--- src/rtl/unsi_div_16b_seq_pkg.sv ---
// Shared types and constants for the unsigned sequential divider family.
// Also provides the leading-one index used when early termination is compiled in.
package unsi_arith_pkg;

    localparam int DW_DEF = 8;
    localparam int QW     = 2 * DW_DEF;
    localparam int CNTW   = $clog2(QW);
    localparam logic [QW-1:0] DZ_QUOT = '1;

    typedef enum logic [1:0] {
        IDLE = 2'd0,
        BUSY = 2'd1,
        DONE = 2'd2
    } div_state_e;

    // A zero input reports index 0, so a zero dividend still runs exactly one iteration.
    function automatic int lead_one_idx(input logic [31:0] v);
        int idx;
        idx = 0;
        for (int i = 0; i < 32; i++) begin
            if (v[i]) idx = i;
        end
        return idx;
    endfunction

endpackage

--- src/rtl/unsi_div_16b_seq_if.sv ---
// Operand/result handshake bundle for unsi_div_16b_seq.
// Both directions use valid/ready; results are qualified by out_valid.
interface unsi_div_16b_seq_if #(
    parameter int DW = 8
);
    logic              in_valid;
    logic              in_ready;
    logic [2*DW-1:0]   dividend;
    logic [DW-1:0]     divisor;
    logic              out_valid;
    logic              out_ready;
    logic [2*DW-1:0]   quot;
    logic [DW-1:0]     rem;
    logic              dz;

    modport master (
        output in_valid, dividend, divisor, out_ready,
        input  in_ready, out_valid, quot, rem, dz
    );

    modport slave (
        input  in_valid, dividend, divisor, out_ready,
        output in_ready, out_valid, quot, rem, dz
    );
endinterface

--- src/rtl/unsi_div_16b_seq_step.sv ---
// One restoring-division iteration: shift in a dividend bit, trial-subtract, restore on borrow.
// Purely combinational.
module unsi_div_step #(
    parameter int DW = 8
) (
    input  logic [DW:0]   prem,
    input  logic          dbit,
    input  logic [DW-1:0] divisor,
    output logic [DW:0]   prem_next,
    output logic          qbit
);
    logic [DW:0] shifted;
    logic [DW:0] dvs_ext;

    assign shifted = {prem[DW-1:0], dbit};
    assign dvs_ext = {1'b0, divisor};

    // A set top bit means the shifted value already exceeds any DW-bit divisor;
    // the wrapped subtraction is then still exact because the result is < divisor.
    assign qbit      = prem[DW] | (shifted >= dvs_ext);
    assign prem_next = qbit ? (shifted - dvs_ext) : shifted;
endmodule

--- src/rtl/unsi_div_16b_seq.sv ---
// Sequential unsigned restoring divider (2*DW / DW); UNSI_DIV_EARLY_TERM_EN skips leading dividend zeros.
// Latency accept + 2*DW iterations (divide-by-zero: 1); no operand accepted until the result is consumed.
module unsi_div_16b_seq
    import unsi_arith_pkg::*;
#(
    parameter int DW = DW_DEF
) (
    input  logic              clk,
    input  logic              rst_n,
    unsi_div_16b_seq_if.slave bus
);
    localparam int QBITS = 2 * DW;
    localparam int CBITS = $clog2(QBITS);

    div_state_e         state;
    div_state_e         state_nxt;
    logic               accept;
    logic               in_rdy;
    logic               out_vld;

    logic [CBITS-1:0]   cnt;
    logic [CBITS-1:0]   cnt_start;
    logic [DW:0]        prem;
    logic [DW:0]        prem_nxt;
    logic               qbit;
    logic [QBITS-1:0]   dvd;
    logic [DW-1:0]      dvs;
    logic [QBITS-1:0]   quot;
    logic [DW-1:0]      rem;
    logic               dz;

`ifdef UNSI_DIV_EARLY_TERM_EN
    assign cnt_start = CBITS'(lead_one_idx(32'(bus.dividend)));
`else
    assign cnt_start = CBITS'(QBITS - 1);
`endif

    always_ff @(posedge clk) begin
        if (!rst_n) state <= IDLE;
        else        state <= state_nxt;
    end

    always_comb begin
        state_nxt = state;
        accept    = 1'b0;
        in_rdy    = 1'b0;
        out_vld   = 1'b0;
        case (state)
            IDLE: begin
                in_rdy = 1'b1;
                if (bus.in_valid) begin
                    accept    = 1'b1;
                    state_nxt = (bus.divisor == '0) ? DONE : BUSY;
                end
            end
            BUSY: begin
                if (cnt == '0) state_nxt = DONE;
            end
            DONE: begin
                out_vld = 1'b1;
                if (bus.out_ready) state_nxt = IDLE;
            end
            default: state_nxt = IDLE;
        endcase
    end

    unsi_div_step #(.DW(DW)) u_step (
        .prem      (prem),
        .dbit      (dvd[cnt]),
        .divisor   (dvs),
        .prem_next (prem_nxt),
        .qbit      (qbit)
    );

    always_ff @(posedge clk) begin
        if (!rst_n) begin
            cnt  <= '0;
            prem <= '0;
            dvd  <= '0;
            dvs  <= '0;
            quot <= '0;
            rem  <= '0;
            dz   <= 1'b0;
        end else if (accept) begin
            dvd  <= bus.dividend;
            dvs  <= bus.divisor;
            prem <= '0;
            if (bus.divisor == '0) begin
                cnt  <= '0;
                quot <= {QBITS{1'b1}};
                rem  <= bus.dividend[DW-1:0];
                dz   <= 1'b1;
            end else begin
                cnt  <= cnt_start;
                quot <= '0;
                rem  <= '0;
                dz   <= 1'b0;
            end
        end else if (state == BUSY) begin
            prem <= prem_nxt;
            quot <= {quot[QBITS-2:0], qbit};
            if (cnt == '0) rem <= prem_nxt[DW-1:0];
            else           cnt <= cnt - CBITS'(1);
        end
    end

    assign bus.in_ready  = in_rdy;
    assign bus.out_valid = out_vld;
    assign bus.quot      = quot;
    assign bus.rem       = rem;
    assign bus.dz        = dz;
endmodule

--- src/flat_wrapper.sv ---
// flat-port wrapper written by rule: the top's interface ports become plain ports
module unsi_div_16b_seq_flat import unsi_arith_pkg::*;
#(
    parameter int DW = DW_DEF
)
  (clk, rst_n, bus_in_valid, bus_dividend, bus_divisor, bus_out_ready, bus_in_ready, bus_out_valid, bus_quot, bus_rem, bus_dz);
  unsi_div_16b_seq_if #(.DW(DW)) bus_i ();
  input  logic clk;
  input  logic rst_n;
  input wire logic [$bits(bus_i.in_valid)-1:0] bus_in_valid;
  input wire logic [$bits(bus_i.dividend)-1:0] bus_dividend;
  input wire logic [$bits(bus_i.divisor)-1:0] bus_divisor;
  input wire logic [$bits(bus_i.out_ready)-1:0] bus_out_ready;
  output wire logic [$bits(bus_i.in_ready)-1:0] bus_in_ready;
  output wire logic [$bits(bus_i.out_valid)-1:0] bus_out_valid;
  output wire logic [$bits(bus_i.quot)-1:0] bus_quot;
  output wire logic [$bits(bus_i.rem)-1:0] bus_rem;
  output wire logic [$bits(bus_i.dz)-1:0] bus_dz;
  assign bus_i.in_valid = bus_in_valid;
  assign bus_i.dividend = bus_dividend;
  assign bus_i.divisor = bus_divisor;
  assign bus_i.out_ready = bus_out_ready;
  assign bus_in_ready = bus_i.in_ready;
  assign bus_out_valid = bus_i.out_valid;
  assign bus_quot = bus_i.quot;
  assign bus_rem = bus_i.rem;
  assign bus_dz = bus_i.dz;
  unsi_div_16b_seq #(.DW(DW)) u_core (.clk(clk), .rst_n(rst_n), .bus(bus_i));
endmodule
--- config.mk ---
export PLATFORM = sky130hd
export DESIGN_NAME = unsi_div_16b_seq_flat
export DESIGN_NICKNAME = d
export VERILOG_FILES = /design/src/rtl/unsi_div_16b_seq_pkg.sv /design/src/rtl/unsi_div_16b_seq_if.sv /design/src/rtl/unsi_div_16b_seq_step.sv /design/src/rtl/unsi_div_16b_seq.sv /design/src/flat_wrapper.sv
export SDC_FILE = /design/constraint.sdc
export NUM_CORES = 1
export LEC_CHECK = 0
export ABC_AREA = 0
export BUFFER_PORTS_ARGS = -buffer_cell sky130_fd_sc_hd__buf_2
export CORE_MARGIN = 2
export CORE_UTILIZATION = 56
export DETAILED_ROUTE_END_ITERATION = 12
export GPL_ROUTABILITY_DRIVEN = 0
export PLACE_DENSITY = 0.8
export SYNTH_ARGS = -nofsm -noshare
export SYNTH_HDL_FRONTEND = slang
export SYNTH_HIERARCHICAL = 1
export SYNTH_SLANG_ARGS = --single-unit
--- constraint.sdc ---
create_clock -name clk -period 3.3 [get_ports clk]
set_input_delay 0.495 -clock clk [delete_from_list [all_inputs] [get_ports clk]]
set_output_delay 0.495 -clock clk [all_outputs]
set_load 0.05 [all_outputs]
==> flow_summary.yaml, run 1 <==
status:
  status: "finished, final reports clean"
finish:
  final_util: 0.689
  mostFrequentLayoutCell: "nand2_1"
  num_antenna_cells: 0
  area_growth_pct: 18.3
  drive_gt1_frac: 0.249
  stdcell_area_mm2: 0.00379
  final_nets: 479
  final_cells: 518
  layout_common_cells: "nand2_1 (88), dfxtp_1 (62), buf_2 (54)"
  fillers: 431
drt:
  drc_errors: 0
  wire_per_inst_um: 15.9
  routed_wl_mm: 8.22
  drt-initial-drc-count: 273
  ant_nets: 0
  drt-pass1-iter-count: 5
  vias: 3050
  avgViaCountPerCell: 5.89
cts:
  cts_tree: "done"
  clock-sinks: 64
  root_buffer: "clkbuf_8"
  cts.path.max_buffers: 2
  htreeDepth: 3
  clk_pin_slew_worst_paths_ns: 0.07
  clk_latency_ns: 0.35
  numCtsBuffers: 9
  ctsHoldBuffers: 0
synth:
  synth_nets: 422
  synth_area_mm2: 0.00321
  ys_seq_area_frac: 0.400
  synth_area_leaders: "dfxtp_1 (40%), nand2_1 (10%), a21oi_1 (6.4%)"
  synth_edf_count: 0
  synth_top_cell_by_area: "dfxtp_1"
  synth_top_area_frac: 0.400
  async_flop_share: 0
  yosys_register_bits: 64
  synthDistinctLibCells: 48
  ys_warn_count: 6
  avgSynthCellArea_um2: 8.35
  synth_ff_type: "dfxtp_1"
  synth_cells: 384
timing:
  hold_ws_ns: 0.380
  skew_ns: 0.00857
  fin_ws_ns: 0.120
  finalMaxSlewViolations: 0
  fin_crit_ns: 3.18
  setup_violations: 0
  slew_headroom: 0.450
  fin_setup_tns_ns: 0
  clock.fmax_mhz: 315
  final-hold-violation-count: 0
  worst_pin_slew_ns: 0.825
  min_period_over_period: 0.964
worst_setup_path:
  path_class: "register to register"
  critPathRequiredTime_ns: 3.59
  r2r_setup_slack_ns: 0.12
  crit_arrival_ns: 3.47
  start_kind: "register"
  reg2reg_depth: 14
  worstPathMaxFanout: 4
  rr_startpoint: "u_core/cnt[2]$_SDFFE_PN0P_"
  r2r_end: "u_core/bus.rem[6]$_SDFFE_PN0P_"
  critPathCaptureType: "register"
power:
  power.total_mw: 2.75
  powerDensity_mw_per_mm2: 726
  p_leak_nw: 1.63
  vdd_drop_max_mv: 0.372
floorplanning:
  rows: 27
  coreArea_mm2: 0.00551
  ioPinCount: 55
  fp.dieH_um: 79.7
  dieArea_mm2: 0.00635
  initial_core_util: 0.582
  die_w_um: 79.7
global_route:
  first_global_vias: 2804
  grt_max_degree: 30
  antenna_found_initial: 0
  grt_usage: 0.269
  grt_first_pass_wirelength_mm: 13.1
  grt-ovfl-total: 0
run:
  maxCapViolations: 0
placement:
  hpwl_mm: 5.55
  placed_area_mm2: 0.00354
  io_buffers: 54
  dp_slack_ns: -0.0219
  dp_cells: 500
hold_path:
  min_path_type: "input port to register"
  hold_depth: 3
  hp-start: "bus_dividend[13]"
  hold-path-endpoint: "u_core/dvd[13]$_SDFFE_PN0P_"
[worst max-delay path: stages (launching register included)]
cell	delay (ns)
dfxtp_2	0.36
and2b_1	0.24
a221oi_2	0.34
nor2_1	0.10
o21ai_2	0.17
inv_1	0.06
ha_1	0.22
fa_2	0.36
nand2b_4	0.15
a211oi_2	0.24
o21ai_0	0.12
nor3b_1	0.15
o31ai_1	0.32
o2bb2ai_1	0.15
o211a_1	0.15
[synthesized netlist by cell type (4+ instances only)]
master	n
nand2_1	88
dfxtp_1	64
a21oi_1	41
nand3_1	19
inv_1	18
nor2_1	14
nand2b_1	12
a31oi_1	11
buf_2	9
ha_1	9
clkbuf_1	8
o211a_1	8
o2bb2ai_1	8
o21ai_0	7
and2b_1	5
o221a_2	5
mux2i_1	4
nor3_1	4
xnor2_1	4
[how the worst max path moves through the flow]
stage / from / to / slack [ns] / depth (start not counted)
after floorplan: u_core/cnt[0]$_SDFFE_PN0P_ / u_core/bus.rem[6]$_SDFFE_PN0P_ / 0.31 / 15
after global placement: u_core/cnt[0]$_SDFFE_PN0P_ / u_core/bus.rem[6]$_SDFFE_PN0P_ / 0.17 / 14
after detailed placement: u_core/cnt[0]$_SDFFE_PN0P_ / u_core/bus.rem[6]$_SDFFE_PN0P_ / -0.02 / 14
after CTS: u_core/cnt[2]$_SDFFE_PN0P_ / u_core/bus.rem[6]$_SDFFE_PN0P_ / 0.04 / 14
after global routing: u_core/cnt[2]$_SDFFE_PN0P_ / u_core/bus.rem[6]$_SDFFE_PN0P_ / -0.09 / 14
final: u_core/cnt[2]$_SDFFE_PN0P_ / u_core/bus.rem[6]$_SDFFE_PN0P_ / 0.12 / 14
[logic make-up (layout without fill, tap and decap cells)]
group | count (synthesis) | count (layout) | synth area share
AOI/OAI and AO/OA | 104 | 104 | 0.234
xor gates and xnor gates | 5 | 5 | 0.0137
adders and majority gates | 10 | 10 | 0.0414
buffers and inverters | 41 | 103 | 0.0620
DFF | 64 | 64 | 0.400
muxes | 8 | 8 | 0.0359
and+or+nand+nor | 152 | 152 | 0.213
[cell type report]
| cell class | instances | area [um2] | area share |
|---|---|---|---|
| Clock buffer | 11 | 141 | 0.0373 |
| Clock inverter | 5 | 56.3 | 0.0148 |
| Inverter | 18 | 67.6 | 0.0178 |
| Multi-Input combinational cell | 279 | 1770 | 0.466 |
| Sequential cell | 64 | 1290 | 0.339 |
| Tap cell | 72 | 90.1 | 0.0238 |
| Timing Repair Buffer | 69 | 383 | 0.101 |
[sequential cells by signal, summed over array words and instances, names as in the netlist]
signal and flops:
u_core/bus.quot 16, u_core/dvs 8, u_core/cnt 4, u_core/prem 9, u_core/bus.rem 8, u_core/bus.dz 1
u_core/state 2, u_core/dvd 16
[routing by layer]
layer / share of wire / wire, um / global-route usage
met1: 0.43 / 3550 / 0.350
met2: 0.48 / 3930 / 0.433
met3: 0.073 / 601 / 0.0656
met4: 0.017 / 142 / 0.0966
met5: 0 / 0 / 0
[report_power, final]
part	leakage [nW]	internal, mW	switching [mW]
registers	0.524	0.863	0.0684
logic	1.00	0.456	0.691
clock network	0.0993	0.368	0.306
[repair_timing]
item	4_1_cts	5_1_grt
resized for setup	1	9
setup endpoints to repair	1	2
setup buffers	0	2
pin swaps	0	7
Power figures use the tool's default switching activity.
==> run 2: changes to the inputs <==
Settings changed: CORE_UTILIZATION 56 to 60, GPL_TIMING_DRIVEN set to 0, PLACE_DENSITY 0.8 to 0.85.
Clock period 3.3 ns to 4.02 ns, I/O delays scaled along.
==> flow_summary.yaml, run 2 (synthesized netlist as in run 1, its figures left out) <==
drt:
  drc_errors: 0
  wire_per_inst_um: 15.9
  drt-pass1-iter-count: 5
  routed_wl_mm: 8.32
  avgViaCountPerCell: 5.98
  drt-initial-drc-count: 231
  vias: 3119
  ant_nets: 0
finish:
  mostFrequentLayoutCell: "nand2_1"
  area_growth_pct: 16.2
  drive_gt1_frac: 0.221
  layout_common_cells: "nand2_1 (88), dfxtp_1 (64), buf_2 (63)"
  final_nets: 487
  fillers: 429
  largestRegisters: "u_core/bus.quot (16), u_core/dvd (16), u_core/prem (9)"
  num_antenna_cells: 0
floorplanning:
  initial_core_util: 0.624
  fp.dieH_um: 77.1
  die_w_um: 77.1
  rows: 26
  dieArea_mm2: 0.00595
  coreArea_mm2: 0.00514
  ioPinCount: 55
worst_setup_path:
  rr_startpoint: "u_core/cnt[2]$_SDFFE_PN0P_"
  path_class: "register to register"
  critPathRequiredTime_ns: 4.30
  worstPathMaxFanout: 8
  crit_arrival_ns: 4.05
  start_kind: "register"
  critPathCaptureType: "register"
  worstSetupStartpoint: "u_core/cnt[2]$_SDFFE_PN0P_"
timing:
  fin_crit_ns: 3.77
  rsz0062_at_grt: "false"
  min_period_over_period: 0.937
  skew_ns: 0.0124
  setup_violations: 0
  fin_setup_tns_ns: 0
  final-hold-violation-count: 0
  clock.fmax_mhz: 265
  slew_headroom: 0.622
  finalMaxSlewViolations: 0
  worst_pin_slew_ns: 0.562
power:
  p_sw_mw: 0.852
  power.total_mw: 2.14
  p_leak_nw: 1.60
  clockPowerShare: 0.220
  p_seq_frac: 0.355
  p_comb_frac: 0.425
  p_int_mw: 1.29
  vdd_drop_max_mv: 0.362
  switching_share: 0.397
  powerDensity_mw_per_mm2: 576
cts:
  cts.path.max_buffers: 2
  clk_pin_slew_worst_paths_ns: 0.07
  clock-sinks: 64
  ctsHoldBuffers: 0
  cts-resized-gates: 0
  numCtsBuffers: 9
  post_cts_buffers: 0
  root_buffer: "clkbuf_8"
  clk_latency_ns: 0.34
  cts_tree: "done"
  htreeDepth: 3
global_route:
  first_global_vias: 2946
  grt.busiest_layer: "met2"
  met2_usage: 0.494
  grt_first_pass_wirelength_mm: 13.7
  grt_usage: 0.290
  grt_use_met3: 0.0753
  grt-ovfl-total: 0
  met1_usage: 0.358
  antenna_found_initial: 0
  grt_max_degree: 11
placement:
  hpwl_mm: 5.94
  io_buffers: 54
status:
  status: "finished, final reports clean"
hold_path:
  hp-start: "u_core/dvs[4]$_SDFFE_PN0P_"
  min_path_type: "register to register"
run:
  maxCapViolations: 0
run 2: cell type report:
class,count,area [um2],share of cell area
plain buffers,23,131,0.0353
clock buffers,10,138,0.0369
clock inverters,4,22.5,0.00605
inverters,18,67.6,0.0181
multi-input cells,279,1730,0.464
flip-flops and latches,64,1280,0.344
well taps,70,87.6,0.0235
repair buffers,54,270,0.0726
run 2: layer usage:
layer | routed length, um | up-vias
li1 | - | 1476
met1 | 3490 | 1483
met2 | 4090 | 140
met3 | 566 | 20
met4 | 174 | 0
met5 | 0 | -
run 2: worst paths after layout:
path                                    end  slack (ns)  cells after the start
max          u_core/bus.rem[6]$_SDFFE_PN0P_        0.25                     14
min              u_core/dvs[4]$_SDFFE_PN0P_        0.46                      2
max reg2reg  u_core/bus.rem[6]$_SDFFE_PN0P_        0.25                     14
min reg2reg      u_core/dvs[4]$_SDFFE_PN0P_        0.46                      2
run 2: stage by stage:
step | hold slack (ns) | setup slack, ns | util | cells | area [um2]
after floorplan | 0.433 | 1.03 | - | 384 | 3210
after global placement | 0.440 | 0.624 | 0.694 | 508 | 3560
after detailed placement | 0.447 | 0.474 | 0.694 | 508 | 3560
after CTS | 0.456 | 0.398 | 0.725 | 522 | 3720
after global routing | 0.467 | 0.0380 | 0.725 | 522 | 3720
final | 0.455 | 0.253 | 0.725 | 522 | 3720
run 2: power groups by stage:
| stage | logic, mW | clock network, mW | registers [mW] |
|---|---|---|---|
| after floorplan | 0.604 | 0 | 0.865 |
| after global placement | 0.867 | 0 | 0.771 |
| after detailed placement | 0.890 | 0 | 0.774 |
| after CTS | 0.898 | 0.473 | 0.761 |
| after global routing | 0.985 | 0.503 | 0.772 |
| final | 0.911 | 0.472 | 0.762 |
run 2: worst max-delay path, cell delays in order, from the launching register on:
cell and delay, ns:
dfxtp_1 0.50, and2b_1 0.23, a221oi_1 0.32, a22oi_1 0.15, o21ai_1 0.18, inv_1 0.08
ha_1 0.23, fa_1 0.40, nand2b_1 0.21, a211oi_1 0.38, o21ai_0 0.18, nor3b_1 0.18
o31ai_1 0.35, o2bb2ai_1 0.17, o211a_1 0.14
==> run 3: changes to the inputs <==
Settings changed: CORE_UTILIZATION 60 to 45, CTS_BUF_LIST set to sky130_fd_sc_hd__clkbuf_4 sky130_fd_sc_hd__clkbuf_8, PLACE_DENSITY 0.85 to 0.66.
==> flow_summary.yaml, run 3 (synthesized netlist as in run 1, its figures left out) <==
status:
  status: "finished, final reports clean"
power:
  vdd_drop_max_mv: 0.226
  power.total_mw: 2.15
  p_leak_nw: 1.61
  powerDensity_mw_per_mm2: 572
cts:
  cts_tree: "done"
  ctsHoldBuffers: 0
  clk_latency_ns: 0.33
  cts.path.max_buffers: 2
  root_buffer: "clkbuf_8"
  clk_pin_slew_worst_paths_ns: 0.07
  htreeDepth: 3
  numCtsBuffers: 9
  post_cts_buffers: 0
  clock-sinks: 64
  cts-resized-gates: 0
global_route:
  antenna_found_initial: 0
  first_global_vias: 2689
  grt_usage: 0.220
  grt_max_degree: 11
  grt_first_pass_wirelength_mm: 13.2
  grt-ovfl-total: 0
timing:
  fin_ws_ns: 0.350
  fin_setup_tns_ns: 0
  finalMaxSlewViolations: 0
  fin_crit_ns: 3.67
  slew_headroom: 0.603
  rsz0062_at_grt: "false"
  skew_ns: 0.00750
  final-hold-violation-count: 0
  setup_violations: 0
  min_period_over_period: 0.913
  hold_ws_ns: 0.450
  clock.fmax_mhz: 273
  worst_pin_slew_ns: 0.590
worst_setup_path:
  cpPeakStageDelay_ns: 0.48
  critPathRequiredTime_ns: 4.30
  path_class: "register to register"
  worstPathMaxFanout: 8
  start_kind: "register"
  crit_arrival_ns: 3.94
  cp_slowest_cell: "dfxtp_1"
  cp_cell_sequence: "and2b_1 -> a221oi_1 -> nor2_1 -> o21ai_1 -> inv_1 -> ha_1 -> fa_1 -> nand2b_1 -> a211oi_1 -> o21ai_0 -> nor3b_1 -> o31ai_1 -> o2bb2ai_1 -> o211a_1"
  critPathCaptureType: "register"
  r2r_setup_slack_ns: 0.35
run:
  maxCapViolations: 0
drt:
  routed_wl_mm: 8.26
  drt-pass1-iter-count: 4
  wire_per_inst_um: 15.1
  ant_nets: 0
  drt-initial-drc-count: 219
  vias: 2964
  avgViaCountPerCell: 5.41
  drc_errors: 0
finish:
  layout_common_cells: "nand2_1 (88), dfxtp_1 (64), buf_2 (63)"
  stdcell_area_mm2: 0.00376
  fillers: 660
  area_growth_pct: 17.3
  num_antenna_cells: 0
  final_nets: 487
  drive_gt1_frac: 0.221
  largestRegisters: "u_core/bus.quot (16), u_core/dvd (16), u_core/prem (9)"
  final_cells: 548
  regArea_mm2: 0.00128
  multi_input_comb_area_mm2: 0.00173
  mostFrequentLayoutCell: "nand2_1"
  final_util: 0.551
placement:
  hpwl_mm: 6.12
  io_buffers: 54
  placed_area_mm2: 0.00360
  dp_slack_ns: 0.458
  dp_cells: 534
floorplanning:
  fp.dieH_um: 88.4
  initial_core_util: 0.469
  dieArea_mm2: 0.00782
  die_w_um: 88.4
  coreArea_mm2: 0.00683
  ioPinCount: 55
  rows: 30
hold_path:
  min_path_type: "register to register"
[run 3: worst max-delay path, delay by kind of cell, from the launching register on]
family / cells / cell delay [ns]
fa+ha+maj: 2 / 0.62
flops: 1 / 0.48
compound gates: 7 / 1.73
simple gates: 4 / 0.68
buf+inv: 1 / 0.08
[run 3: layout make-up]
cell class / count / share of cell area
Clock buffer: 13 / 0.0426
Multi-Input combinational cell: 279 / 0.459
Clock inverter: 1 / 0.00133
Buffer: 23 / 0.0349
Tap cell: 96 / 0.0319
Timing Repair Buffer: 54 / 0.0718
Inverter: 18 / 0.0180
Sequential cell: 64 / 0.341
[run 3: worst paths after layout]
check / from / endpoint / depth (start not counted)
max: u_core/cnt[2]$_SDFFE_PN0P_ / u_core/bus.rem[6]$_SDFFE_PN0P_ / 14
min reg2reg: u_core/bus.dz$_SDFFE_PN0P_ / u_core/bus.dz$_SDFFE_PN0P_ / 2
max reg2reg: u_core/cnt[2]$_SDFFE_PN0P_ / u_core/bus.rem[6]$_SDFFE_PN0P_ / 14
min: u_core/bus.dz$_SDFFE_PN0P_ / u_core/bus.dz$_SDFFE_PN0P_ / 2
[run 3: report_power, final]
group / internal [mW] / leakage (nW) / switching, mW
Combinational: 0.354 / 0.994 / 0.556
Clock: 0.254 / 0.0896 / 0.226
Sequential: 0.707 / 0.524 / 0.0542
Total: 1.32 / 1.61 / 0.836
[run 3: metal layers]
metal	global-route usage	part of all wire	vias up
li1	-	-	1473
met4	0.0689	0.0086	0
met3	0.0513	0.049	9
met2	0.357	0.49	72
met5	0	0	-
met1	0.292	0.45	1410
